--- config.mk ---
export PLATFORM = sky130hd
export DESIGN_NAME = encoder_pipeline_scheduler_flat
export DESIGN_NICKNAME = d
export VERILOG_FILES = /design/src/rtl/encoder_pipeline_scheduler_if.sv /design/src/rtl/encoder_pipeline_scheduler.sv /design/src/flat_wrapper.sv
export SDC_FILE = /design/constraint.sdc
export NUM_CORES = 1
export LEC_CHECK = 0
export ABC_AREA = 0
export CAP_MARGIN = 15
export CORE_UTILIZATION = 38
export CTS_CLUSTER_SIZE = 20
export DETAILED_ROUTE_END_ITERATION = 7
export HOLD_SLACK_MARGIN = 0.08
export PLACE_DENSITY = 0.73
export SLEW_MARGIN = 10
export SYNTH_ARGS = -nofsm -noshare
export SYNTH_HDL_FRONTEND = slang
export SYNTH_SLANG_ARGS = --single-unit
--- constraint.sdc ---
create_clock -name general_clk -period 3.4 [get_ports general_clk]
set_input_delay 0.68 -clock general_clk [delete_from_list [all_inputs] [get_ports general_clk]]
set_output_delay 0.68 -clock general_clk [all_outputs]
set_load 0.02 [all_outputs]
--- src/rtl/encoder_pipeline_scheduler_if.sv ---
`default_nettype none
// ----------------------------------------------------------------------------
// encoder_pipeline_scheduler_if: scheduler <-> source/packer/datapath bundle (rev 1.0)
// ----------------------------------------------------------------------------
interface encoder_pipeline_scheduler_if #(
  parameter int CNT_WIDTH = 16
) ();
  logic                 start;
  logic                 in_valid;
  logic                 in_last;
  logic                 in_ready;
  logic                 out_ready;
  logic                 out_valid;
  logic                 en_s1_2;
  logic                 en_s2_3;
  logic                 en_final;
  logic                 enc_init;
  logic                 flush_req;
  logic                 flush_ack;
  logic                 frame_done;
  logic                 busy;
  logic [CNT_WIDTH-1:0] sym_count;

  modport master (
    input  start, in_valid, in_last, out_ready, flush_ack,
    output in_ready, out_valid, en_s1_2, en_s2_3, en_final,
           enc_init, flush_req, frame_done, busy, sym_count
  );

  modport slave (
    output start, in_valid, in_last, out_ready, flush_ack,
    input  in_ready, out_valid, en_s1_2, en_s2_3, en_final,
           enc_init, flush_req, frame_done, busy, sym_count
  );
endinterface
`default_nettype wire

--- src/rtl/encoder_pipeline_scheduler.sv ---
`default_nettype none
// ----------------------------------------------------------------------------
// encoder_pipeline_scheduler: frame sequencer for the 3-stage encoder pipe (rev 1.0)
// ----------------------------------------------------------------------------
module encoder_pipeline_scheduler #(
  parameter int CNT_WIDTH = 16
) (
  input  logic                         general_clk,
  input  logic                         reset,
  encoder_pipeline_scheduler_if.master bus
);

  typedef enum logic [1:0] {
    IDLE  = 2'd0,
    RUN   = 2'd1,
    DRAIN = 2'd2,
    FLUSH = 2'd3
  } state_t;

  localparam logic [CNT_WIDTH-1:0] CNT_MAX = '1;

  state_t               state;
  logic                 v12;
  logic                 v23;
  logic                 out_valid_q;
  logic                 enc_init_q;
  logic                 flush_req_q;
  logic                 frame_done_q;
  logic [CNT_WIDTH-1:0] sym_count_q;

  logic                 adv;
  logic                 in_ready;
  logic                 accept;

  // One global stall: a held final result freezes every stage.
  assign adv      = !(out_valid_q && !bus.out_ready);
  assign in_ready = adv && (state == RUN);
  assign accept   = bus.in_valid && in_ready;

  always_ff @(posedge general_clk or negedge reset) begin
    if (!reset) begin
      state        <= IDLE;
      v12          <= 1'b0;
      v23          <= 1'b0;
      out_valid_q  <= 1'b0;
      enc_init_q   <= 1'b0;
      flush_req_q  <= 1'b0;
      frame_done_q <= 1'b0;
      sym_count_q  <= '0;
    end else begin
      enc_init_q   <= 1'b0;
      frame_done_q <= 1'b0;

      if (adv) begin
        v12         <= accept;
        v23         <= v12;
        out_valid_q <= v23;
      end

      if (accept && (sym_count_q != CNT_MAX)) begin
        sym_count_q <= sym_count_q + CNT_WIDTH'(1);
      end

      case (state)
        IDLE: begin
          if (bus.start) begin
            state       <= RUN;
            enc_init_q  <= 1'b1;
            sym_count_q <= '0;
          end
        end
        RUN: begin
          if (accept && bus.in_last) begin
            state <= DRAIN;
          end
        end
        DRAIN: begin
          if (!v12 && !v23 && !out_valid_q) begin
            state       <= FLUSH;
            flush_req_q <= 1'b1;
          end
        end
        FLUSH: begin
          if (bus.flush_ack) begin
            state        <= IDLE;
            flush_req_q  <= 1'b0;
            frame_done_q <= 1'b1;
          end
        end
        default: state <= IDLE;
      endcase
    end
  end

  assign bus.in_ready   = in_ready;
  assign bus.out_valid  = out_valid_q;
  assign bus.en_s1_2    = accept;
  assign bus.en_s2_3    = adv && v12;
  assign bus.en_final   = adv && v23;
  assign bus.enc_init   = enc_init_q;
  assign bus.flush_req  = flush_req_q;
  assign bus.frame_done = frame_done_q;
  assign bus.busy       = (state != IDLE);
  assign bus.sym_count  = sym_count_q;

endmodule
`default_nettype wire

--- src/flat_wrapper.sv ---
// flat-port wrapper written by rule: the top's interface ports become plain ports
module encoder_pipeline_scheduler_flat 
#(
  parameter int CNT_WIDTH = 16
)
  (general_clk, reset, bus_start, bus_in_valid, bus_in_last, bus_out_ready, bus_flush_ack, bus_in_ready, bus_out_valid, bus_en_s1_2, bus_en_s2_3, bus_en_final, bus_enc_init, bus_flush_req, bus_frame_done, bus_busy, bus_sym_count);
  encoder_pipeline_scheduler_if #(.CNT_WIDTH(CNT_WIDTH)) bus_i ();
  input  logic general_clk;
  input  logic reset;
  input wire logic [$bits(bus_i.start)-1:0] bus_start;
  input wire logic [$bits(bus_i.in_valid)-1:0] bus_in_valid;
  input wire logic [$bits(bus_i.in_last)-1:0] bus_in_last;
  input wire logic [$bits(bus_i.out_ready)-1:0] bus_out_ready;
  input wire logic [$bits(bus_i.flush_ack)-1:0] bus_flush_ack;
  output wire logic [$bits(bus_i.in_ready)-1:0] bus_in_ready;
  output wire logic [$bits(bus_i.out_valid)-1:0] bus_out_valid;
  output wire logic [$bits(bus_i.en_s1_2)-1:0] bus_en_s1_2;
  output wire logic [$bits(bus_i.en_s2_3)-1:0] bus_en_s2_3;
  output wire logic [$bits(bus_i.en_final)-1:0] bus_en_final;
  output wire logic [$bits(bus_i.enc_init)-1:0] bus_enc_init;
  output wire logic [$bits(bus_i.flush_req)-1:0] bus_flush_req;
  output wire logic [$bits(bus_i.frame_done)-1:0] bus_frame_done;
  output wire logic [$bits(bus_i.busy)-1:0] bus_busy;
  output wire logic [$bits(bus_i.sym_count)-1:0] bus_sym_count;
  assign bus_i.start = bus_start;
  assign bus_i.in_valid = bus_in_valid;
  assign bus_i.in_last = bus_in_last;
  assign bus_i.out_ready = bus_out_ready;
  assign bus_i.flush_ack = bus_flush_ack;
  assign bus_in_ready = bus_i.in_ready;
  assign bus_out_valid = bus_i.out_valid;
  assign bus_en_s1_2 = bus_i.en_s1_2;
  assign bus_en_s2_3 = bus_i.en_s2_3;
  assign bus_en_final = bus_i.en_final;
  assign bus_enc_init = bus_i.enc_init;
  assign bus_flush_req = bus_i.flush_req;
  assign bus_frame_done = bus_i.frame_done;
  assign bus_busy = bus_i.busy;
  assign bus_sym_count = bus_i.sym_count;
  encoder_pipeline_scheduler #(.CNT_WIDTH(CNT_WIDTH)) u_core (.general_clk(general_clk), .reset(reset), .bus(bus_i));
endmodule
### Word-level counts from Yosys, hierarchy flattened

Cells that the tools add are included.

* register bits after elaboration: 24

* add/sub/neg operators: 1
* eq/ne operators: 8
* multiplexer cells: 15
* reductions and logical operators: 19

Operators with widths (number)
* $mux W16: 3
* $add A16 B1 Y16 const B: 1
* $ne A16 B16 Y1 const B: 1
* $logic_and A1 B1 Y1: 9
* $mux W2: 4
* $pmux W2 S4: 1
* $mux W1: 6
* $ne A2 B2 Y1 const B: 3
* $logic_not A1 Y1: 5
* $eq A2 B2 Y1 const B: 2
* $reduce_and A4 Y1: 1
* $reduce_bool A2 Y1: 2
* $reduce_and A3 Y1: 1
* $eq A2 B1 Y1 const B: 1
* $logic_not A2 Y1: 1
* $ne A2 B1 Y1 const B: 1
* $pmux W1 S2: 1

### Logic depth before layout (Yosys ltp)

* depth in word-level cells: 9
* gate-level depth with buffers: 7

### Least setup slack after synthesis

OpenSTA, ideal clock, no wires.

* path type: in2out
* from: in bus_out_ready
* to: out bus_en_s1_2
* data arrival time: 1355 ps
* setup slack: 1365 ps
* cell stages on the path: 4
* buffers on the path: 1
* cell sequence: nand2b_1 -> clkbuf_1 -> nand2_1 -> inv_1

* longest elaborated chain between the ends: 5

Ends and longest elaborated chain
* from (decl): RTL line flat_wrapper.sv:13 `input wire logic [$bits(bus_i.out_ready)-1:0] bus_out_ready;`
* $logic_not A1 Y1: RTL line encoder_pipeline_scheduler.sv:36 `assign adv = !(out_valid_q && !bus.out_ready);`
* $logic_and A1 B1 Y1: RTL line encoder_pipeline_scheduler.sv:36
* $logic_not A1 Y1: RTL line encoder_pipeline_scheduler.sv:36
* $logic_and A1 B1 Y1: RTL line encoder_pipeline_scheduler.sv:37 `assign in_ready = adv && (state == RUN);`
* $logic_and A1 B1 Y1: RTL line encoder_pipeline_scheduler.sv:38 `assign accept = bus.in_valid && in_ready;`
* to (decl): RTL line flat_wrapper.sv:17 `output wire logic [$bits(bus_i.en_s1_2)-1:0] bus_en_s1_2;`

No other way between the ends.

### Final worst setup path

Ends and elaborated chain as after synthesis.

==> results.py <==
metrics = {
    "outcome": {
        "status": "complete, no violations",
    },
    "sta": {
        "fmax_mhz": 323,
        "grt_setup_unrepaired": "false",
        "tns_ps": 0,
        "skew_ps": 3.19,
        "fin_crit_sh_pct": 91.2,
        "setup_viol": 0,
        "hold_viol_final": 0,
        "post-route-min-period_ps": 3100,
        "fin_hold_ws_ps": 537,
        "max-slew-margin-rel_pct": 54.2,
        "tightest_slew_ps": 680,
        "fin_ws_ps": 301,
        "slew_violations": 0,
    },
    "logic_synthesis": {
        "yosysMostFrequentCell": "dfrtp_1",
        "synth_cells": 143,
        "synth_enable_flop_cells": 0,
        "synth.distinct_cells": 34,
        "ys_seq_area_share_pct": 44.2,
        "yosys-top-cells-area": "dfrtp_1 (44%), ha_1 (5.5%), or4_1 (4.4%)",
        "synth_area_sq_um": 1360,
        "synth_top_area_share_pct": 44.2,
        "synth_top_cells_by_count": "dfrtp_1 (24), nand2_1 (13), a21oi_1 (11), inv_1 (9)",
        "ys_async_sr_fraction_pct": 100,
        "yosys_warnings": 0,
        "ys.flop_type": "dfrtp_1",
        "ys_seq_elements": 24,
        "yosysTopAreaCell": "dfrtp_1",
        "syn_nets": 156,
        "postSynthAreaPerCell_sq_um": 9.49,
    },
    "floorplanning": {
        "core_sq_um": 3390,
        "die-area_sq_um": 3820,
        "die-height_microns": 61.8,
        "design.portCount": 32,
        "chipWidth_microns": 61.8,
        "initial_core_util_pct": 40.1,
        "rows": 21,
    },
    "global_routing": {
        "antenna_found_initial": 0,
        "track_usage_pct": 19.7,
        "grt_max_degree": 25,
        "top_usage_layer": "met2",
        "met2_usage_pct": 33.2,
        "grt_pass1_vias": 1227,
        "grt_pass1_wl_microns": 5470,
        "use_met1_pct": 25.7,
        "grt.met3_usage_pct": 2.90,
        "grt_remaining_overflow": 0,
    },
    "routing": {
        "num_vias": 1263,
        "drt_first_pass_iters": 4,
        "via_per_inst": 5.69,
        "drc": 0,
        "post_drt_wl_per_cell_microns": 14.8,
        "drtIter0Drc": 65,
        "postRouteAntennaNets": 0,
        "wl_microns": 3290,
    },
    "worst_setup_path": {
        "worst_setup_path_end_kind": "primary output",
        "critPathArrivalTime_ps": 2420,
        "path_class": "input port to primary output",
        "cp.required_ps": 2720,
        "worstSetupStartpointType": "input port",
        "crit_path_max_fanout": 10,
    },
    "cts": {
        "cts_resized": 0,
        "cts_root_buf": "clkbuf_4",
        "cts_tree": "done",
        "path_clk_slew_ps": 130,
        "cts_setup_buffers": 0,
        "cts_buffers": 3,
        "clkLatencyLatePin_ps": 320,
        "hold_buffers": 0,
        "clk_path_buf_depth": 2,
        "clkSinkCount": 24,
        "htree_levels": 1,
    },
    "worst_hold_path": {
        "hold_class": "flop to flop",
    },
    "cells_and_area": {
        "final_layout_size_suffix_gt1_share_pct": 5.68,
        "nFillCells": 303,
        "register_area_sq_um": 601,
        "multi_input_area_sq_um": 712,
        "syn2layout_area_growth_pct": 29.0,
        "final_area_sq_um": 1750,
        "nets": 191,
        "antenna_cells": 0,
    },
    "power": {
        "p_int_mw": 0.563,
        "power_frac_comb_pct": 45.3,
        "p_sw_share_pct": 39.6,
        "p_per_area_nw_per_um2": 532,
        "clockPowerShare_pct": 13.6,
        "power_mw": 0.932,
        "power_frac_seq_pct": 41.1,
        "power_switching_mw": 0.369,
        "power.leakage_nw": 0.779,
        "ir_worst_vdd_mv": 0.364,
    },
    "placement": {
        "place_area_sq_um": 1730,
        "post-dp-hpwl_microns": 2430,
        "io_buffers": 31,
        "gp_congestion": 0.773,
        "place_ws_ps": 320,
    },
    "run": {
        "cap_violations": 0,
    },
}
## final cells by class
class / instances / area share (%)
Multi-Input combinational cell: 107 / 40.6
Sequential cell: 24 / 34.3
Timing Repair Buffer: 33 / 18.6
Tap cell: 46 / 3.29
Inverter: 9 / 1.93
Clock buffer: 3 / 1.29
## routing by layer
layer	up-vias	part of all wire (%)
li1	606	-
met1	609	45
met2	43	49
met3	5	4.4
met4	0	1.4
met5	-	0
## per-stage QoR
stage               std cells  utilization [%]
finish                    222             51.7
global route              222             51.7
CTS                       222             51.7
detailed placement        219             51.0
global placement          219             51.0
floorplan                 143                -
## final timing paths
check | from | cells after the start | end | slack, ps
max in group asynchronous | reset | 2 | u_core.bus.frame_done$_DFF_PN0_ | 2450
min in group asynchronous | reset | 2 | u_core.bus.sym_count[11]$_DFF_PN0_ | 720
worst max-delay path | bus_out_ready | 5 | bus_en_s1_2 | 300
worst min-delay path | u_core.v23$_DFFE_PN0N_ | 1 | u_core.v23$_DFFE_PN0N_ | 540
worst max register to register | u_core.state[1]$_DFFE_PN0P_ | 6 | u_core.bus.sym_count[15]$_DFF_PN0_ | 1310
worst min register to register | u_core.v23$_DFFE_PN0N_ | 1 | u_core.v23$_DFFE_PN0N_ | 540
## registers in the layout, indices dropped and copies added (netlist names)
register / cells
u_core.bus.frame_done: 1
u_core.bus.enc_init: 1
u_core.bus.sym_count: 16
u_core.bus.out_valid: 1
u_core.v23: 1
u_core.v12: 1
u_core.bus.flush_req: 1
u_core.state: 2
## cells in the final DEF, fill, tap and decap left out, types with 2 or more instances in the layout
| cell | netlist | layout |
|---|---|---|
| ha_1 | 6 | 6 |
| nor2_1 | 5 | 5 |
| a21oi_1 | 11 | 11 |
| o311ai_0 | 2 | 2 |
| nand2b_1 | 5 | 5 |
| nand2_1 | 13 | 13 |
| nand3_1 | 8 | 8 |
| clkdlybuf4s50_1 | 0 | 31 |
| and2_1 | 5 | 5 |
| nand4_1 | 8 | 8 |
| inv_1 | 9 | 9 |
| clkbuf_4 | 0 | 3 |
| and3_1 | 3 | 3 |
| buf_4 | 0 | 2 |
| or4_1 | 8 | 8 |
| a31oi_1 | 2 | 2 |
| dfrtp_1 | 24 | 24 |
| and4_1 | 2 | 2 |
| o31ai_1 | 6 | 6 |
| o21ai_0 | 4 | 4 |
| nor4_1 | 2 | 2 |
| mux2i_1 | 3 | 3 |
## power groups by stage
| stage | registers (mW) | clock network [mW] | logic, mW |
|---|---|---|---|
| 4_1_cts | 0.382 | 0.130 | 0.422 |
| 2_1_floorplan | 0.412 | 0 | 0.219 |
| 3_3_place_gp | 0.383 | 0 | 0.399 |
| 5_1_grt | 0.389 | 0.142 | 0.462 |
| 6_report | 0.384 | 0.127 | 0.422 |
| 3_5_place_dp | 0.387 | 0 | 0.419 |
## logic make-up (layout without fill, tap and decap cells)
family	Yosys count	count (layout)	share of synthesized area, %
compound gates	31	31	14.9
fa+ha+maj	6	6	5.53
buf+inv	12	45	3.32
flops	24	24	44.2
mux	4	4	3.04
simple gates	66	66	28.9
## worst max-delay path, stage by stage
cell             delay [ps]
clkdlybuf4s50_1         470
nand2b_1                280
nand2_1                 200
inv_1                   160
clkdlybuf4s50_1         620
(Power assumes the default switching activity.)
